## src/rtl/pc_sequencer_pkg.sv

```systemverilog
// Shared definitions for the fetch-stage sequencer and the hazard unit.
package pc_sequencer_pkg;

    typedef enum logic [2:0] {
        ST_RESET = 3'd0,
        ST_RUN   = 3'd1,
        ST_STALL = 3'd2,
        ST_FLUSH = 3'd3,
        ST_HALT  = 3'd4
    } seq_state_t;

    localparam int ADDR_W_DEFAULT = 16;
    localparam int PC_INC         = 2;

endpackage

```

## src/rtl/pc_sequencer_sat_counter.sv

```systemverilog
// Saturating up-counter with synchronous clear; holds at all-ones.
module sat_counter #(
    parameter int WIDTH = 8
) (
    input  logic             clk,
    input  logic             rst,
    input  logic             clear,
    input  logic             inc,
    output logic [WIDTH-1:0] count
);

    always_ff @(posedge clk or posedge rst) begin
        if (rst) begin
            count <= '0;
        end else if (clear) begin
            count <= '0;
        end else if (inc && (count != '1)) begin
            count <= count + WIDTH'(1);
        end
    end

endmodule

```

## src/rtl/pc_sequencer.sv

```systemverilog
// Fetch-stage next-address controller: sequential, redirect, stall and halt
// selection plus IF/ID, ID/EX control and a saturating redirect counter.
module pc_sequencer
    import pc_sequencer_pkg::*;
#(
    parameter int                ADDR_W       = ADDR_W_DEFAULT,
    parameter logic [ADDR_W-1:0] RESET_VECTOR = '0,
    parameter logic [ADDR_W-1:0] EXC_VECTOR   = ADDR_W'(16'h00F0),
    parameter int                STALL_LIMIT  = 8
) (
    input  logic              clk,
    input  logic              rst,
    input  logic [ADDR_W-1:0] address,
    input  logic              stall_req,
    input  logic              branch_taken,
    input  logic [ADDR_W-1:0] branch_target,
    input  logic              jump,
    input  logic [ADDR_W-1:0] jump_target,
    input  logic              exception,
    input  logic              halt,
    input  logic              resume,
    output logic [ADDR_W-1:0] next_address,
    output logic              pc_write,
    output logic              ifid_write,
    output logic              ifid_flush,
    output logic              idex_flush,
    output logic              halted,
    output logic [15:0]       redirect_count
);

    seq_state_t state, next_state;
    logic [7:0] stall_cnt;
    logic       watchdog_fire;
    logic       exc_req;
    logic       redirect;
    logic       in_flow;

    assign watchdog_fire = (state == ST_STALL) && (stall_cnt == 8'(STALL_LIMIT));
    assign exc_req       = exception || watchdog_fire;
    assign in_flow       = (state == ST_RUN) || (state == ST_STALL) || (state == ST_FLUSH);

    always_ff @(posedge clk or posedge rst) begin
        if (rst) begin
            state      <= ST_RESET;
            idex_flush <= 1'b0;
            halted     <= 1'b0;
        end else begin
            state      <= next_state;
            idex_flush <= (next_state == ST_FLUSH);
            halted     <= (next_state == ST_HALT);
        end
    end

    always_comb begin
        next_state   = state;
        next_address = address;
        pc_write     = 1'b0;
        ifid_write   = 1'b0;
        ifid_flush   = 1'b0;
        redirect     = 1'b0;
        case (state)
            ST_RESET: begin
                next_address = RESET_VECTOR;
                pc_write     = 1'b1;
                ifid_flush   = 1'b1;
                next_state   = ST_RUN;
            end
            ST_HALT: begin
                if (exception) begin
                    next_address = EXC_VECTOR;
                    pc_write     = 1'b1;
                    ifid_flush   = 1'b1;
                    redirect     = 1'b1;
                    next_state   = ST_FLUSH;
                end else if (resume) begin
                    next_state = ST_RUN;
                end
            end
            default: begin
                if (!in_flow) begin
                    next_state = ST_RESET;
                end else if (exc_req || branch_taken || jump) begin
                    next_address = exc_req      ? EXC_VECTOR    :
                                   branch_taken ? branch_target : jump_target;
                    pc_write     = 1'b1;
                    ifid_flush   = 1'b1;
                    redirect     = 1'b1;
                    next_state   = ST_FLUSH;
                // FLUSH only honours redirects; stall/halt wait for RUN
                end else if (stall_req && state != ST_FLUSH) begin
                    next_state = ST_STALL;
                end else if (halt && state != ST_FLUSH) begin
                    next_state = ST_HALT;
                end else begin
                    next_address = address + ADDR_W'(PC_INC);
                    pc_write     = 1'b1;
                    ifid_write   = 1'b1;
                    next_state   = ST_RUN;
                end
            end
        endcase
    end

    sat_counter #(.WIDTH(8)) u_stall_watchdog (
        .clk   (clk),
        .rst   (rst),
        .clear (state != ST_STALL),
        .inc   (state == ST_STALL),
        .count (stall_cnt)
    );

    sat_counter #(.WIDTH(16)) u_redirect_count (
        .clk   (clk),
        .rst   (rst),
        .clear (1'b0),
        .inc   (redirect),
        .count (redirect_count)
    );

endmodule
```

## config.mk

```make
export PLATFORM = sky130hd
export DESIGN_NAME = pc_sequencer
export DESIGN_NICKNAME = d
export VERILOG_FILES = /design/src/rtl/pc_sequencer_pkg.sv /design/src/rtl/pc_sequencer_sat_counter.sv /design/src/rtl/pc_sequencer.sv
export SDC_FILE = /design/constraint.sdc
export NUM_CORES = 1
export LEC_CHECK = 0
export BUFFER_PORTS_ARGS = -buffer_cell sky130_fd_sc_hd__buf_2
export CAP_MARGIN = 15
export CORE_MARGIN = 2
export CORE_UTILIZATION = 52
export DETAILED_ROUTE_END_ITERATION = 10
export PLACE_DENSITY = 0.9
export SETUP_SLACK_MARGIN = 0.5
export SLEW_MARGIN = 20
export SYNTH_ARGS = -nofsm -noshare
export SYNTH_HDL_FRONTEND = slang
export SYNTH_HIERARCHICAL = 1
export SYNTH_SLANG_ARGS = --single-unit
export TNS_END_PERCENT = 10
```

## constraint.sdc

```tcl
create_clock -name clk -period 3.8 [get_ports clk]
set_input_delay 0 -clock clk [delete_from_list [all_inputs] [get_ports clk]]
set_output_delay 0 -clock clk [all_outputs]
set_load 0.05 [all_outputs]
```

==> impl_metrics.yaml, run 1 <==
drt:
  num_vias: 3089
  routed_via_density: 6.30
  post_drt_wl_per_cell_um: 15.9
  drcViolationCount: 0
  drt_pass1_iterations: 5
  wl_um: 7810
  ant_nets: 0
  drtIter0Drc: 178
status:
  status: "completed"
floorplanning:
  rows: 26
  die_w_um: 77.5
  start_util: 0.543
  chipHeight_um: 77.5
  core_um2: 5170
  io_pins: 93
  die_area_um2: 6000
setup_path:
  cp_max_fo: 12
  startpoint_type: "flop"
  cp-end-kind: "flop"
  critical_path_class: "reg2reg"
  rr_startpoint: "state[0]$_DFF_PP0_"
  worstRegToRegCells: 8
  worst-r2r-setup-slack_ns: 0.74
  required_ns: 4.02
  worstPathArrival_ns: 3.27
  timing.rr.end: "u_redirect_count/count[13]$_DFFE_PP0P_"
timing:
  setup_viol: 0
  slew_headroom: 0.513
  slew_viol_final: 0
  finalCriticalPeriod_ns: 3.06
  tns_ns: 0
  fmax_mhz: 327
  hold_viol: 0
  clock_skew_ns: 0.00890
  finalCritPeriodShare: 0.805
  worst_pin_slew_ns: 0.723
  rsz0062_at_grt: "no"
pwr:
  p_leak_nw: 1.54
  powerDensity_nw_per_um2: 259
  irDropWorstVdd_uv: 231
finish:
  final_core_util: 0.660
  final_layout_size_suffix_gt1_frac: 0.321
  area_delta_synth_final_pct: 21.5
  finalNetCount: 478
  n_antenna_cell: 0
logic_synthesis:
  synthTopCellsByArea: "dfrtp_1 26%, a21oi_1 5.3%, mux2i_1 5.3%"
  postSynthCellCount: 331
  netlist_top_cells_count: "31 x nand2_1, 30 x a21oi_1, 29 x dfrtp_1, 20 x o21ai_0, 16 x nor2_1"
  netlist_area_um2: 2810
  ys_async_sr_fraction: 1.00
  synth_top_area_frac: 0.258
  synth_area_per_cell_um2: 8.48
  synth_edf_count: 0
  ys_seq_area_frac: 0.258
  synthesis.nets: 390
  yosysMostFrequentCell: "nand2_1"
  ys.flop_type: "dfrtp_1"
  synth_top_area_cell: "dfrtp_1"
  ys_seq_elements: 29
  ys_warn_count: 6
  synth.distinct_cells: 76
global_route:
  top_usage_layer: "met2"
  grt_remaining_overflow: 0
  met1_usage: 0.321
  grtUsageMet2: 0.442
  grt_pass1_vias: 2856
  grtUsageTotal: 0.261
  grt_start_max_net_pins: 22
  antenna_found_initial: 0
  grt_pass1_wl_um: 12800
  met3_usage: 0.0523
min_path:
  hold_depth: 3
  holdPathEnd: "halted$_DFF_PP0_"
  hp-start: "halt"
  hold_path.class: "in2reg"
clocking:
  numCtsBuffers: 5
  cts.clk_slew.worst_paths_ns: 0.07
  post_cts_resize_count: 0
  clock_latency_ns: 0.29
  cts_sinks: 29
  clockBufferDepth: 2
  cts.htree.levels: 2
  ctsHoldBuffers: 2
  cts_tree: "yes"
  root_buffer: "clkbuf_8"
  post-cts-setup-buffer-count: 0
placement:
  dp.final_hpwl_um: 5940
  portBuffers: 92
  place_congestion: 0.894
job:
  max_cap_viol_count: 0
[logic make-up after synthesis]
logic type               count (synthesis)  share of synthesized area
AO/OA/AOI/OAI                          110                      0.281
buffers and inverters                   27                     0.0512
flip-flops                              29                      0.258
adder cells (fa/ha/maj)                  3                     0.0134
multiplexers                            24                     0.0949
other                                    1                    0.00134
AND/OR/NAND/NOR                        133                      0.287
XOR/XNOR                                 4                     0.0125
[metal layers]
layer	up-vias	wire length [um]
met2	151	3810
met3	25	651
met5	-	0
li1	1455	-
met1	1458	3130
met4	0	223
[power breakdown]
part | total, mW | internal [mW] | switching [mW]
Sequential | 0.321 | 0.313 | 0.00774
Clock | 0.331 | 0.213 | 0.118
Combinational | 0.233 | 0.0777 | 0.155
[flip-flops by register name, indices dropped and copies added (netlist names)]
register,cells
u_stall_watchdog/count,8
idex_flush,1
state,3
halted,1
u_redirect_count/count,16
[worst max-delay path, cell delays in order (launching register included)]
cell and delay [ns]:
dfrtp_1 0.51, nor3b_4 0.49, a31oi_1 0.32, o21ai_0 0.23, buf_4 0.17, nand3_1 0.20
or4_4 0.51, or4_1 0.41, a21oi_1 0.15
[worst max path at each step]
stage / startpoint / to / cells after the start
global placement: state[0]$_DFF_PP0_ / u_redirect_count/count[13]$_DFFE_PP0P_ / 8
detailed placement: state[0]$_DFF_PP0_ / u_redirect_count/count[13]$_DFFE_PP0P_ / 8
finish: state[0]$_DFF_PP0_ / u_redirect_count/count[13]$_DFFE_PP0P_ / 8
global route: state[0]$_DFF_PP0_ / u_redirect_count/count[13]$_DFFE_PP0P_ / 8
floorplan: state[0]$_DFF_PP0_ / u_redirect_count/count[13]$_DFFE_PP0P_ / 11
CTS: state[0]$_DFF_PP0_ / u_redirect_count/count[13]$_DFFE_PP0P_ / 8
[placed cells by master, fill, tap and decap left out, types with 7 or more instances in the layout]
cell type,n
dfrtp_1,29
nor3_1,7
nand4_1,10
mux2i_1,15
nand3_1,13
o31ai_1,8
inv_1,11
o21ai_0,20
nor2b_1,7
nor2_1,16
a21oi_1,30
buf_2,92
nand2_1,31
[layout make-up]
class / instances / area [um^2]
inverter: 11 / 41.3
clock buffer: 7 / 86.3
multi-input combinational: 275 / 1940
timing repair buffer: 97 / 503
clock inverter: 1 / 30.0
fill: 432 / 1760
tap: 70 / 87.6
sequential: 29 / 726
[metrics by stage]
| step | hold WS (ns) | cells | setup slack (ns) | instance area (um^2) | power [mW] |
|---|---|---|---|---|---|
| 2_1_floorplan | -0.221 | 331 | 0.982 | 2810 | 0.483 |
| 3_3_place_gp | -0.0599 | 480 | 0.872 | 3280 | 0.552 |
| 3_5_place_dp | -0.0537 | 480 | 0.814 | 3280 | 0.554 |
| 4_1_cts | 0.0853 | 490 | 0.808 | 3410 | 0.890 |
| 5_1_grt | 0.115 | 490 | 0.509 | 3410 | 0.923 |
| 6_report | 0.0994 | 490 | 0.742 | 3410 | 0.885 |
Power figures use the tool's default switching activity.
==> run 2: changes to the inputs <==
--- a/config.mk
+++ b/config.mk
@@ -5,12 +5,13 @@
 export SDC_FILE = /design/constraint.sdc
 export NUM_CORES = 1
 export LEC_CHECK = 0
+export ABC_AREA = 1
 export BUFFER_PORTS_ARGS = -buffer_cell sky130_fd_sc_hd__buf_2
 export CAP_MARGIN = 15
 export CORE_MARGIN = 2
-export CORE_UTILIZATION = 52
+export CORE_UTILIZATION = 48
 export DETAILED_ROUTE_END_ITERATION = 10
-export PLACE_DENSITY = 0.9
+export PLACE_DENSITY = 0.86
 export SETUP_SLACK_MARGIN = 0.5
 export SLEW_MARGIN = 20
 export SYNTH_ARGS = -nofsm -noshare
==> constraint.sdc (replaced) <==
create_clock -name clk -period 2.5 [get_ports clk]
set_input_delay 0 -clock clk [delete_from_list [all_inputs] [get_ports clk]]
set_output_delay 0 -clock clk [all_outputs]
set_load 0.05 [all_outputs]
==> run 2 against run 1 <==
Design area increased by 18%. Global-route usage down 1.4 points. Largest cell class unchanged. First-iteration DRC count increased by 61%. Critical endpoint is now next_address[3]. Highest routed layer unchanged.
==> impl_metrics.yaml, run 2 <==
placement:
  dp.cells: 686
  place_congestion: 0.970
  dp.final_hpwl_um: 6710
  portBuffers: 92
drt:
  drtIter0Drc: 286
  wl_um: 9430
  routed_via_density: 5.42
  num_vias: 3868
  post_drt_wl_per_cell_um: 13.2
  drt_pass1_iterations: 5
  drcViolationCount: 0
  ant_nets: 0
logic_synthesis:
  synth_top_area_cell: "nand2_1"
  synthTopCellsByArea: "nand2_1 26%, dfrtp_1 24%, nand3_1 8.5%"
  ys_warn_count: 6
  netlist_top_cells_count: "213 x nand2_1, 58 x inv_1, 52 x nand3_1, 45 x nor2_1, 29 x dfrtp_1"
  ys_seq_elements: 29
  ys.flop_type: "dfrtp_1"
  synth.distinct_cells: 35
  postSynthCellCount: 521
  synth_area_per_cell_um2: 5.85
  synth_top_area_frac: 0.263
  ys_async_sr_fraction: 1.00
  netlist_area_um2: 3050
  yosysMostFrequentCell: "nand2_1"
  synth_edf_count: 0
  ys_seq_area_frac: 0.238
setup_path:
  cp_max_fo: 8
  path_cells: "nor2_4, buf_6, nor2_4, buf_8, nand2_2, o21bai_1, nand3_1, o21ai_1, nand2_1, nand2_1, buf_6"
  worst-r2r-setup-slack_ns: 0.55
  worstPathArrival_ns: 1.99
  worstRegToRegCells: 14
  cpPeakStageDelay_ns: 0.45
  endpoint: "next_address[3]"
  startpoint_type: "flop"
  worstSetupStartpoint: "state[1]$_DFF_PP0_"
  required_ns: 2.50
  rr_startpoint: "state[2]$_DFF_PP0_"
  cp_slowest_cell: "dfrtp_2"
  timing.rr.end: "u_redirect_count/count[14]$_DFFE_PP0P_"
  critical_path_class: "reg2out"
  cp-end-kind: "primary output"
global_route:
  grt_pass1_wl_um: 14600
  grt_start_max_net_pins: 19
  grt_pass1_vias: 3482
  grtUsageTotal: 0.247
  grt_remaining_overflow: 0
  antenna_found_initial: 0
finish:
  n_fill_cell: 544
  multi_input_area_um2: 2120
  layout_commonest_cell: "nand2_1"
  regArea_um2: 731
  largest_register_ffs: 16
  finalNonFillerCells: 714
  reg_top3: "u_redirect_count/count x16, u_stall_watchdog/count x8, state x3"
  final_layout_size_suffix_gt1_frac: 0.267
  largest_register: "u_redirect_count/count"
  final_core_util: 0.644
  n_antenna_cell: 0
  finalNetCount: 696
  final_cell_mix: "209 x nand2_1, 76 x buf_2, 56 x inv_1, 51 x nand3_1, 44 x nor2_1"
  area_delta_synth_final_pct: 32.0
floorplanning:
  chipHeight_um: 83.7
  io_pins: 93
  start_util: 0.488
  die_area_um2: 7000
  rows: 29
  die_w_um: 83.7
  core_um2: 6240
clocking:
  clock_latency_ns: 0.28
  cts.htree.levels: 2
  numCtsBuffers: 5
  cts.clk_slew.worst_paths_ns: 0.07
  cts_tree: "yes"
  root_buffer: "clkbuf_8"
  cts_sinks: 29
  clockBufferDepth: 2
timing:
  slew_headroom: 0.572
  clock_skew_ns: 0.00691
  fmax_mhz: 502
  tns_ns: 0
  finalCritPeriodShare: 0.796
  worst_pin_slew_ns: 0.642
  slew_viol_final: 0
  finalCriticalPeriod_ns: 1.99
  hold_viol: 0
  rsz0062_at_grt: "yes"
  setup_viol: 0
pwr:
  powerDensity_nw_per_um2: 332
  irDropWorstVdd_uv: 380
  p_leak_nw: 2.30
min_path:
  hold_depth: 3
  hold_path.class: "in2reg"
job:
  max_cap_viol_count: 0
status:
  status: "completed"
## run 2: changes by cell type in the layout (fill, tap and decap cells not counted), moves of 9 or more
cell and delta:
nand3_1 +38, nand2_1 +178, buf_4 +21, nor2_1 +28, o21ai_1 +9, buf_2 -16, a21oi_1 -21, nor2_4 +11
inv_1 +45
## run 2: per-stage QoR
stage | hold WS (ns) | cell area [um^2] | setup WS [ns] | total power [mW]
CTS | 0.0527 | 3760 | 0.512 | 1.29
finish | 0.0923 | 4020 | 0.510 | 1.33
detailed placement | -0.0702 | 3580 | 0.309 | 0.883
floorplan | -0.221 | 3060 | 0.555 | 0.766
global placement | -0.0729 | 3580 | 0.373 | 0.876
global route | 0.0931 | 4020 | 0.456 | 1.39
## run 2: cell type report
type                    instances  area share
multi-input cells             421       0.527
repair buffers                114       0.182
clock buffers                   7      0.0215
well taps                      77      0.0240
flip-flops and latches         29       0.182
inverters                      66      0.0635
## run 2: cells by family (layout without fill, tap and decap cells)
family,count (synthesis),count (layout),synth area share
simple gates,362,363,0.537
buf+inv,76,187,0.103
compound gates,34,35,0.0588
flops,29,29,0.238
xor+xnor,8,8,0.0230
mux,8,8,0.0263
fa+ha+maj,3,3,0.0123
other cells,1,4,0.00123
## run 2: power breakdown
group | internal, mW | switching (mW) | total (mW)
Clock | 0.218 | 0.181 | 0.399
Combinational | 0.147 | 0.298 | 0.446
Sequential | 0.477 | 0.0108 | 0.488
## run 2: worst min path at each step
stage	slack, ns	endpoint	startpoint
floorplan	-0.22	halted$_DFF_PP0_	rst
global placement	-0.07	halted$_DFF_PP0_	rst
detailed placement	-0.07	halted$_DFF_PP0_	rst
CTS	0.05	state[1]$_DFF_PP0_	exception
global route	0.09	state[2]$_DFF_PP0_	halt
finish	0.09	state[2]$_DFF_PP0_	halt
## run 2: worst max-delay path, delay by kind of cell (launching register included)
kind | cells | cell delay [ns]
flops | 1 | 0.45
compound gates | 2 | 0.26
simple gates | 6 | 0.55
buf+inv | 3 | 0.45
## run 2: layer usage
metal	wire [um]	GRT usage	vias to the layer above
li1	-	-	1877
met3	808	0.0257	33
met4	292	0.0953	0
met2	4580	0.441	211
met1	3750	0.305	1747
met5	0	0	-
## run 2: timing repair
action | CTS | global route
setup buffers | 5 | 11
resized for setup | 14 | 41
cloned | 0 | 3
setup endpoints to repair | 32 | 32
endpoints found under the hold margin | 32 | 0
hold buffers | 2 | 0
pin swaps | 3 | 9
==> run 3: changes to the inputs <==
--- a/config.mk
+++ b/config.mk
@@ -9,9 +9,9 @@
 export BUFFER_PORTS_ARGS = -buffer_cell sky130_fd_sc_hd__buf_2
 export CAP_MARGIN = 15
 export CORE_MARGIN = 2
-export CORE_UTILIZATION = 48
+export CORE_UTILIZATION = 53
 export DETAILED_ROUTE_END_ITERATION = 10
-export PLACE_DENSITY = 0.86
+export PLACE_DENSITY = 0.9
 export SETUP_SLACK_MARGIN = 0.5
 export SLEW_MARGIN = 20
 export SYNTH_ARGS = -nofsm -noshare
==> constraint.sdc (replaced) <==
create_clock -name clk -period 2.05 [get_ports clk]
set_input_delay 0 -clock clk [delete_from_list [all_inputs] [get_ports clk]]
set_output_delay 0 -clock clk [all_outputs]
set_load 0.05 [all_outputs]
==> run 3 against run 2 <==
Combinational power rose by 23%. Sequential share of layout area barely moved. Cell count fell by 0.42%. Non-clock buffer count rose by 2.
==> impl_metrics.yaml, run 3 (synthesis gave the netlist of run 2 again) <==
min_path:
  holdPathEnd: "state[1]$_DFF_PP0_"
  hold_path.class: "in2reg"
  hold_depth: 3
  hp-start: "exception"
timing:
  finalCriticalPeriod_ns: 1.95
  finalCritPeriodShare: 0.950
  slew_headroom: 0.569
  slew_viol_final: 0
  rsz0062_at_grt: "yes"
  hold_viol: 0
  clock_skew_ns: 0.00620
  timing.hold.ws_ns: 0.0943
  fmax_mhz: 514
  setup_viol: 0
  worst_pin_slew_ns: 0.647
floorplanning:
  io_pins: 93
  chipHeight_um: 79.8
  core_um2: 5540
  die_w_um: 79.8
  die_area_um2: 6370
  start_util: 0.550
  rows: 27
clocking:
  cts.clk_slew.worst_paths_ns: 0.06
  root_buffer: "clkbuf_8"
  clock_latency_ns: 0.28
  clockBufferDepth: 2
  cts_sinks: 29
  cts.htree.levels: 2
  cts_tree: "yes"
  numCtsBuffers: 5
global_route:
  grt_start_max_net_pins: 19
  grt_pass1_wl_um: 15400
  grtUsageTotal: 0.301
  grt_remaining_overflow: 0
  antenna_found_initial: 0
  grt_pass1_vias: 3572
placement:
  dp.final_hpwl_um: 6920
  dp.cells: 685
  portBuffers: 92
  place_congestion: 0.915
finish:
  n_antenna_cell: 0
  largest_register_ffs: 16
  largest_register: "u_redirect_count/count"
  regArea_um2: 738
  layout_commonest_cell: "nand2_1"
  final_layout_size_suffix_gt1_frac: 0.291
  area_delta_synth_final_pct: 33.1
  final_core_util: 0.731
  finalNonFillerCells: 711
  finalNetCount: 697
  multi_input_area_um2: 2140
  final_cell_mix: "204 x nand2_1, 78 x buf_2, 55 x inv_1, 49 x nand3_1, 45 x nor2_1"
  n_fill_cell: 453
  reg_top3: "u_redirect_count/count x16, u_stall_watchdog/count x8, state x3"
pwr:
  powerDensity_nw_per_um2: 434
  p_leak_nw: 2.30
  irDropWorstVdd_uv: 296
  power.internal_mw: 1.16
  p_switching_mw: 0.595
  p_clk_frac: 0.348
  power_mw: 1.76
  swShare: 0.339
  pwr-share-comb: 0.312
  seqPwrFrac: 0.340
drt:
  drcViolationCount: 0
  post_drt_wl_per_cell_um: 13.4
  drtIter0Drc: 275
  wl_um: 9540
  num_vias: 3890
  routed_via_density: 5.47
  ant_nets: 0
  drt_pass1_iterations: 5
setup_path:
  cp-end-kind: "primary output"
  cpMostUsedCell: "nand2_1"
  path_cells: "inv_1, nand2_2, nor3_2, nand2_4, nand3_4, nand2_4, buf_6, nand2_2, nand2_1, o21ai_1, nand2_1, nand2_1, buf_6"
  cp_slowest_cell: "dfrtp_1"
  worstSetupStartpoint: "u_stall_watchdog/count[1]$_DFFE_PP0P_"
  rr_startpoint: "u_stall_watchdog/count[1]$_DFFE_PP0P_"
  worstRegToRegCells: 14
  worst-r2r-setup-slack_ns: 0.14
  critical_path_class: "reg2out"
  timing.rr.end: "u_redirect_count/count[14]$_DFFE_PP0P_"
  startpoint_type: "flop"
  required_ns: 2.05
  cpPeakStageDelay_ns: 0.41
  worstPathArrival_ns: 1.95
  cp_max_fo: 8
status:
  status: "completed"
job:
  max_cap_viol_count: 0
run 3: power groups by stage:
stage | Sequential (mW) | Combinational [mW] | Clock [mW]
floorplan | 0.632 | 0.314 | 0
detailed placement | 0.608 | 0.483 | 0
global route | 0.599 | 0.594 | 0.649
finish | 0.598 | 0.549 | 0.611
CTS | 0.597 | 0.519 | 0.617
global placement | 0.607 | 0.475 | 0
run 3: final cells by class:
| class | instances | share of cell area |
|---|---|---|
| Multi-Input combinational cell | 420 | 0.528 |
| Sequential cell | 29 | 0.182 |
| Timing Repair Buffer | 116 | 0.176 |
| Inverter | 66 | 0.0627 |
| Tap cell | 72 | 0.0222 |
| Clock buffer | 7 | 0.0213 |
| Clock inverter | 1 | 0.00741 |
run 3: worst max-delay path by stage:
stage | to | slack [ns] | cells after the start
after global routing | next_address[3] | -0.009 | 12
after detailed placement | u_redirect_count/count[3]$_DFFE_PP0P_ | 0.10 | 10
final | next_address[4] | 0.10 | 13
after floorplan | next_address[8] | 0.32 | 5
after global placement | u_redirect_count/count[14]$_DFFE_PP0P_ | 0.20 | 12
after CTS | next_address[4] | 0.13 | 13
run 3: per-stage QoR:
step / worst slack, ns / area (um^2) / TNS [ns]
6_report: 0.103 / 4050 / 0
5_1_grt: -0.00950 / 4050 / -0.00950
4_1_cts: 0.134 / 3940 / 0
3_5_place_dp: 0.101 / 3650 / 0
3_3_place_gp: 0.201 / 3650 / 0
2_1_floorplan: 0.324 / 3110 / 0
run 3: critical path, delay by kind of cell (launching register included):
family | cells | cell delay [ns]
DFF | 1 | 0.41
buffers and inverters | 3 | 0.38
AOI/OAI and AO/OA | 1 | 0.07
and+or+nand+nor | 9 | 0.82
run 3: repair_timing:
action	4_1_cts	5_1_grt
hold endpoints to repair	30	0
endpoints found under the setup margin	36	42
cloned	0	1
gates resized for setup	23	25
setup buffers	12	3
pin swaps	5	7
hold buffers	2	0
run 3: routing by layer:
layer / global-route usage / vias to the layer above / share of wire
li1: - / 1877 / -
met1: 0.357 / 1766 / 0.40
met2: 0.545 / 213 / 0.49
met3: 0.0419 / 34 / 0.075
met4: 0.119 / 0 / 0.028
met5: 0 / - / 0
